<file path="src/rtl/execute_cycle.sv">
// execute_cycle: RV32I EX stage -- ALU, branch/jump resolution and the EX/MEM register.
// Define EXEC_FORWARD_EN to add operand forwarding from ALUResultM and ResultW.
module execute_cycle #(
    parameter int XLEN = 32
) (
    input  logic            clk,
    input  logic            rst,
    input  logic            RegWriteE,
    input  logic            MemWriteE,
    input  logic            JumpE,
    input  logic            jalrE,
    input  logic            BranchE,
    input  logic            ALUSrcE,
    input  logic [2:0]      ALUControlE,
    input  logic [1:0]      ResultSrcE,
    input  logic [2:0]      Funct3E,
    input  logic [XLEN-1:0] PCE,
    input  logic [XLEN-1:0] PCPlus4E,
    input  logic [XLEN-1:0] ImmExtE,
    input  logic [XLEN-1:0] RD1_E,
    input  logic [XLEN-1:0] RD2_E,
    input  logic [4:0]      RdE,
`ifdef EXEC_FORWARD_EN
    input  logic [1:0]      ForwardAE,
    input  logic [1:0]      ForwardBE,
    input  logic [XLEN-1:0] ResultW,
`endif
    output logic            PCSrcE,
    output logic [XLEN-1:0] PCTargetE,
    output logic            RegWriteM,
    output logic            MemWriteM,
    output logic [1:0]      ResultSrcM,
    output logic [XLEN-1:0] ALUResultM,
    output logic [XLEN-1:0] WriteDataM,
    output logic [XLEN-1:0] PCPlus4M,
    output logic [4:0]      RdM
);

    logic [XLEN-1:0] w_op_a;
    logic [XLEN-1:0] w_op_b;
    logic [XLEN-1:0] w_src_b;
    logic [XLEN-1:0] w_alu_result;
    logic [XLEN-1:0] w_jalr_sum;
    logic            w_taken;

    logic            r_reg_write;
    logic            r_mem_write;
    logic [1:0]      r_result_src;
    logic [XLEN-1:0] r_alu_result;
    logic [XLEN-1:0] r_write_data;
    logic [XLEN-1:0] r_pc_plus4;
    logic [4:0]      r_rd;

`ifdef EXEC_FORWARD_EN
    // Select 11 is unused by the hazard unit and falls back to the register file value.
    always_comb begin
        case (ForwardAE)
            2'b10:   w_op_a = r_alu_result;
            2'b01:   w_op_a = ResultW;
            default: w_op_a = RD1_E;
        endcase
        case (ForwardBE)
            2'b10:   w_op_b = r_alu_result;
            2'b01:   w_op_b = ResultW;
            default: w_op_b = RD2_E;
        endcase
    end
`else
    assign w_op_a = RD1_E;
    assign w_op_b = RD2_E;
`endif

    assign w_src_b = ALUSrcE ? ImmExtE : w_op_b;

    always_comb begin
        w_alu_result = '0;
        case (ALUControlE)
            3'b000: w_alu_result = w_op_a + w_src_b;
            3'b001: w_alu_result = w_op_a - w_src_b;
            3'b010: w_alu_result = w_op_a & w_src_b;
            3'b011: w_alu_result = w_op_a | w_src_b;
            3'b100: w_alu_result = w_op_a ^ w_src_b;
            3'b101: w_alu_result = {{(XLEN-1){1'b0}}, ($signed(w_op_a) < $signed(w_src_b))};
            3'b110: w_alu_result = w_op_a << w_src_b[4:0];
            3'b111: w_alu_result = w_op_a >> w_src_b[4:0];
            default: w_alu_result = '0;
        endcase
    end

    // Branch compare uses the register operands, never the immediate.
    always_comb begin
        w_taken = 1'b0;
        case (Funct3E)
            3'b000:  w_taken = (w_op_a == w_op_b);
            3'b001:  w_taken = (w_op_a != w_op_b);
            3'b100:  w_taken = ($signed(w_op_a) <  $signed(w_op_b));
            3'b101:  w_taken = ($signed(w_op_a) >= $signed(w_op_b));
            3'b110:  w_taken = (w_op_a <  w_op_b);
            3'b111:  w_taken = (w_op_a >= w_op_b);
            default: w_taken = 1'b0;
        endcase
    end

    assign w_jalr_sum = w_op_a + ImmExtE;
    assign PCSrcE     = (BranchE & w_taken) | JumpE | jalrE;
    assign PCTargetE  = jalrE ? {w_jalr_sum[XLEN-1:1], 1'b0} : (PCE + ImmExtE);

    always_ff @(posedge clk) begin
        if (!rst) begin
            r_reg_write  <= 1'b0;
            r_mem_write  <= 1'b0;
            r_result_src <= '0;
            r_alu_result <= '0;
            r_write_data <= '0;
            r_pc_plus4   <= '0;
            r_rd         <= '0;
        end else begin
            r_reg_write  <= RegWriteE;
            r_mem_write  <= MemWriteE;
            r_result_src <= ResultSrcE;
            r_alu_result <= w_alu_result;
            r_write_data <= w_op_b;
            r_pc_plus4   <= PCPlus4E;
            r_rd         <= RdE;
        end
    end

    assign RegWriteM  = r_reg_write;
    assign MemWriteM  = r_mem_write;
    assign ResultSrcM = r_result_src;
    assign ALUResultM = r_alu_result;
    assign WriteDataM = r_write_data;
    assign PCPlus4M   = r_pc_plus4;
    assign RdM        = r_rd;

endmodule

</file>
<file path="config.mk">
export PLATFORM = sky130hd
export DESIGN_NAME = execute_cycle
export DESIGN_NICKNAME = d
export VERILOG_FILES = /design/src/rtl/execute_cycle.sv
export SDC_FILE = /design/constraint.sdc
export NUM_CORES = 1
export LEC_CHECK = 0
export ABC_AREA = 1
export ABC_CLOCK_PERIOD_IN_PS = 3300
export CAP_MARGIN = 15
export CELL_PAD_IN_SITES_DETAIL_PLACEMENT = 2
export CELL_PAD_IN_SITES_GLOBAL_PLACEMENT = 2
export CORE_ASPECT_RATIO = 1.1
export CORE_MARGIN = 2
export CORE_UTILIZATION = 25
export DETAILED_ROUTE_END_ITERATION = 8
export PLACE_DENSITY_LB_ADDON = 0.25
export SLEW_MARGIN = 20
export SYNTH_ARGS = -nofsm -noshare
export SYNTH_HDL_FRONTEND = slang
export SYNTH_SLANG_ARGS = --single-unit
</file>
<file path="constraint.sdc">
create_clock -name clk -period 3.3 [get_ports clk]
set_clock_uncertainty 0.05 [all_clocks]
set_input_delay 0.66 -clock clk [delete_from_list [all_inputs] [get_ports clk]]
set_output_delay 0.66 -clock clk [all_outputs]
set_load 0.005 [all_outputs]
</file>
### Yosys cells after proc, flatten, opt, wreduce, memory -nomap -nowiden

Cells that the tools add are included.

| operators by class | value |
|---|---|
| add/subtract/negate cells | 4 |
| $lt $le $gt $ge | 5 |
| equality and inequality tests | 14 |
| shift-type cells | 2 |
| mux-type cells | 4 |
| bitwise logic cells | 6 |
| reduce and logical (&&, ||, !) cells | 2 |

Operators with widths:

| cell | count |
|---|---|
| one-hot mux 32 bit (8 select lines) | 1 |
| adder 32 bit | 3 |
| less-than comparator 32 bit | 3 |
| greater-or-equal comparator 32 bit | 2 |
| 2-to-1 mux 32 bit | 2 |
| AND 32 bit | 1 |
| == test 32 bit | 1 |
| inequality test 32 bit | 1 |
| bitwise OR 32 bit | 1 |
| << shifter 32 x 5 -> 32 bit | 1 |
| right shift 32 x 5 -> 32 bit | 1 |
| subtractor 32 bit | 1 |
| bitwise XOR 32 bit | 1 |
| == test 3 bit (second input constant) | 8 |
| == test 3 x 1 -> 1 bit (second input constant) | 2 |
| == test 3 x 2 -> 1 bit (second input constant) | 2 |
| zero test 3 bit | 2 |
| one-hot mux 1 bit (6 select lines) | 1 |
| bitwise OR 1 bit | 2 |
| AND 1 bit | 1 |

| word-level totals | value |
|---|---|
| bits in registers | 105 |
| input port bits | 181 |
| output and inout bits | 138 |

### Depth between registers and ports, before layout

| logic depth | value |
|---|---|
| depth after elaboration | 5 |
| gate-level depth with buffers | 22 |
| depth with buffers taken out | 19 |

### Least setup slack after synthesis

No wires, ideal clock.

| timing path | value |
|---|---|
| path kind | input to register |
| from | in ALUSrcE |
| to | reg r_alu_result[10] (netlist: ALUResultM[10]) |
| library setup time | 0.117 ns |
| arrival time | 2.998 ns |
| required time | 3.133 ns |
| slack | 0.135 ns |
| cell stages on the path | 18 |
| buffers on the path | 4 |
| cells stage by stage | buf_6 > inv_4 > or2_1 > o21ai_2 > buf_2 > buf_4 > ha_1 > clkbuf_2 > inv_1 > a21oi_1 > nand2_1 > a21oi_1 > o21bai_1 > or2_2 > nand3_1 > nand3_1 > nor2_1 > nor2_1 |

| between the ends | value |
|---|---|
| word-level cells in the longest chain between the ends | 3 |
| elaborated cells on any way between the ends | 9 |
| those cells by class | add/sub (2); shift (2); mux (2); bitwise (3) |

RTL lines:

| element | line | text |
|---|---|---|
| start, declared | 13 | `input logic ALUSrcE,` |
| 2-to-1 mux 32 bit (*) | 73 | `assign w_src_b = ALUSrcE ? ImmExtE : w_op_b;` |
| subtractor 32 bit (tied with other cells) | 79 | `3'b001: w_alu_result = w_op_a - w_src_b;` |
| one-hot mux 32 bit (8 select lines) (*) | 77 | `case (ALUControlE)` |
| end signal, assigned | 121 | `r_alu_result <= w_alu_result;` |
| end, declared | 49 | `logic [XLEN-1:0] r_alu_result;` |

Mark *: on every way between the ends. The rest lies on a longest branch, timed or not.
A chain may end at the register's enable or synchronous reset.

### Final worst setup path

| timing path | value |
|---|---|
| from | in ALUSrcE |
| to | reg r_alu_result[23] (netlist: ALUResultM[23]) |

Same word-level chain as after synthesis.

==> impl_metrics.env <==
export IMPL_dp_hpwl_mm=107
export IMPL_cts_buffer_depth=2
export IMPL_syn_nets=3376
export IMPL_synthesis_instances=3000
export IMPL_die_h_microns=276
export IMPL_finish_instance_area_sq_um=31900
export IMPL_grt_max_degree=79
export IMPL_cts_htree_levels=3
export IMPL_highest_layer="met5"
export IMPL_period_share_pct=127
export IMPL_ys_ff_latch=105
export IMPL_yosys_area_top_type_share_pct=17.4
export IMPL_final_hold_viol_count=0
export IMPL_grt_overflow=0
export IMPL_hold_path_depth=3
export IMPL_vias=32255
export IMPL_synth_cell_types=54
export IMPL_max_freq_ghz=0.238
export IMPL_path_delay_family="simple AND/OR/NAND/NOR gates"
export IMPL_path_cells="buf_8, inv_6, buf_4, or2_1, o21ai_4, inv_2, buf_4, nand3_1, nand2_1, nor2_1, nand2_1, nand2_1, a21oi_1, nand4_1, nand2_1, inv_1"
export IMPL_routed_wl_mm=195
export IMPL_path_clk_slew_ns=0.12
export IMPL_cp_common_cell="nand2_1"
export IMPL_power_mw=10.5
export IMPL_cp_end_kind="flop"
export IMPL_rows=99
export IMPL_slew_violations=0
export IMPL_crit_path_top_delay_cell="a21oi_1"
export IMPL_hold_buffers=0
export IMPL_finalSetupViolations=58
export IMPL_gp_congestion=1.00
export IMPL_rsz0062_at_grt="true"
export IMPL_fin_hold_ws_ns=0.532
export IMPL_yosysTopAreaCell="nand2_1"
export IMPL_portBuffers=318
export IMPL_violations="setup timing"
export IMPL_yosys_top_cells_area="nand2_1 (17%), ha_1 (14%), dfxtp_1 (12%)"
export IMPL_critPathBufInv=6
export IMPL_relSlewSlack_pct=25.1
export IMPL_p_leak_nw=15.6
export IMPL_area_delta_synth_final_pct=89.1
export IMPL_synth_ff_type="dfxtp_1"
export IMPL_fin_ws_ns=-0.907
export IMPL_worst_pin_slew_ns=1.12
export IMPL_die_x_microns=252
export IMPL_utilization_pct=48.0
export IMPL_root_buffer="clkbuf_16"
export IMPL_grtUsageTotal_pct=41.3
export IMPL_drt_iter0_markers=4141
export IMPL_core_area_sq_um=66500
export IMPL_synth_edff_count=0
export IMPL_cts_sinks=105
export IMPL_synthesis_area_sq_um=16900
export IMPL_ir_drop_mv=0.263
export IMPL_post_dp_cell_area_sq_um=27200
export IMPL_first_pass_iters=6
export IMPL_yosys_top_cells_count="nand2_1 (783), inv_1 (396), nand3_1 (393), nor2_1 (265), a21oi_1 (241)"
export IMPL_layout_drive_gt1_share_pct=42.0
export IMPL_drv_cap=0
export IMPL_drcViolationCount=0
export IMPL_min_delay_worst_endpoint="WriteDataM[23]"
export IMPL_hp_start="RD2_E[23]"
export IMPL_synth_most_common_cell="nand2_1"
export IMPL_critPathMaxStageDelay_ns=0.79
export IMPL_postRouteAntennaNets=0
export IMPL_met1_length_mm=65.9
export IMPL_synthArstFlopShare_pct=0
export IMPL_cp_required_ns=3.54
export IMPL_outcome="finished, violations left"
export IMPL_grt_pass1_wl_mm=213
export IMPL_p_per_area_nw_per_um2=330
export IMPL_start_kind="input pin"
export IMPL_critPathArrivalTime_ns=4.45
export IMPL_hold_class="input pin to flop"
export IMPL_dieArea_sq_um=69600
export IMPL_cts_buffers=9
export IMPL_wl_per_cell_microns=38.6
export IMPL_pre_cts_slack_ns=-1.31
export IMPL_nNetsFinal=4547
export IMPL_vias_per_cell=6.38
export IMPL_dr_wl_met3_mm=22.5
export IMPL_post_route_min_period_ns=4.21
export IMPL_crit_fanout=63
export IMPL_yosys_warnings=0
export IMPL_ios=319
export IMPL_synth_avg_cell_area_sq_um=5.62
export IMPL_antenna_found_initial=22
export IMPL_grt_pass1_vias=31741
export IMPL_initial_utilization_pct=25.4
export IMPL_yosysSeqAreaShare_pct=12.5
export IMPL_cts_tree="yes"
export IMPL_wl_met2_mm=83.4
export IMPL_crit_type="input pin to flop"
-- logic make-up (layout without fill, tap and decap cells) --
kind of cell | count (synthesis) | count (layout) | synth area share [%]
mux | 2 | 2 | 0.126
fa+ha+maj | 195 | 195 | 14.6
flops | 105 | 105 | 12.5
buf+inv | 514 | 1690 | 12.3
xor+xnor | 30 | 30 | 1.56
other cells | 0 | 19 | 0
compound gates | 571 | 571 | 18.8
simple gates | 1583 | 1583 | 40.1
-- cell usage in the layout, fill, tap and decap left out, types with 26 or more instances in the layout --
master           count
buf_4              865
nand2_1            661
nand3_1            353
inv_1              344
nor2_1             202
clkdlybuf4s50_1    160
a21oi_1            137
dfxtp_1            105
nand2_2             95
ha_4                94
o21ai_0             90
ha_1                84
a21oi_2             79
buf_6               76
o21ai_1             74
buf_2               56
inv_2               55
nor2_2              45
o21ai_2             41
nand4_1             36
or2_2               32
nand2_4             32
nand3_2             29
clkbuf_2            27
a21oi_4             26
-- worst max-delay path by stage --
stage                                end  cells past startpoint        from  slack [ns]
final                     ALUResultM[23]                     16     ALUSrcE       -0.91
after global routing      ALUResultM[31]                     18     ALUSrcE       -0.80
after CTS                  PCTargetE[28]                     15  ImmExtE[0]       -0.11
after detailed placement   PCTargetE[28]                     17  ImmExtE[0]       -1.31
after global placement     PCTargetE[28]                     14  ImmExtE[0]       -1.30
after floorplan           ALUResultM[10]                     18     ALUSrcE        0.13
-- metal layers --
layer  global-route usage, %  vias to the layer above
met1                    44.1                    15672
met5                       0                        -
met4                    32.8                       24
met2                    72.0                     2915
li1                        -                    12222
met3                    6.86                     1422
-- report_power, final --
group | internal, mW | switching (mW)
Combinational | 3.01 | 4.75
Sequential | 1.36 | 0.0395
Clock | 0.558 | 0.818
Total | 4.92 | 5.61
-- registers in the layout, indices dropped and copies added (netlist names) --
name / cells
ALUResultM: 32
MemWriteM: 1
PCPlus4M: 32
RdM: 5
RegWriteM: 1
ResultSrcM: 2
WriteDataM: 32
-- layout make-up --
class	count	area (sq um)
fill	7652	34600
multi-input combinational	2381	16300
timing repair buffer	1268	10500
sequential	105	2100
inverter	406	1550
tap	858	1070
clock buffer	9	225
clock inverter	7	83.8
antenna	19	47.5
-- stage by stage --
| stage | TNS, ns | instances |
|---|---|---|
| 2_1_floorplan | 0 | 3000 |
| 3_3_place_gp | -52.52 | 4916 |
| 3_5_place_dp | -61.41 | 4916 |
| 4_1_cts | -0.837 | 4985 |
| 5_1_grt | -20.49 | 5043 |
| 6_report | -22.00 | 5053 |
-- timing repair --
item | 4_1_cts | 5_1_grt
gates cloned | 1 | 1
setup endpoints to repair | 63 | 58
setup buffers | 56 | 49
pin swaps | 175 | 161
gates resized for setup | 970 | 517
Power figures use the tool's default switching activity.
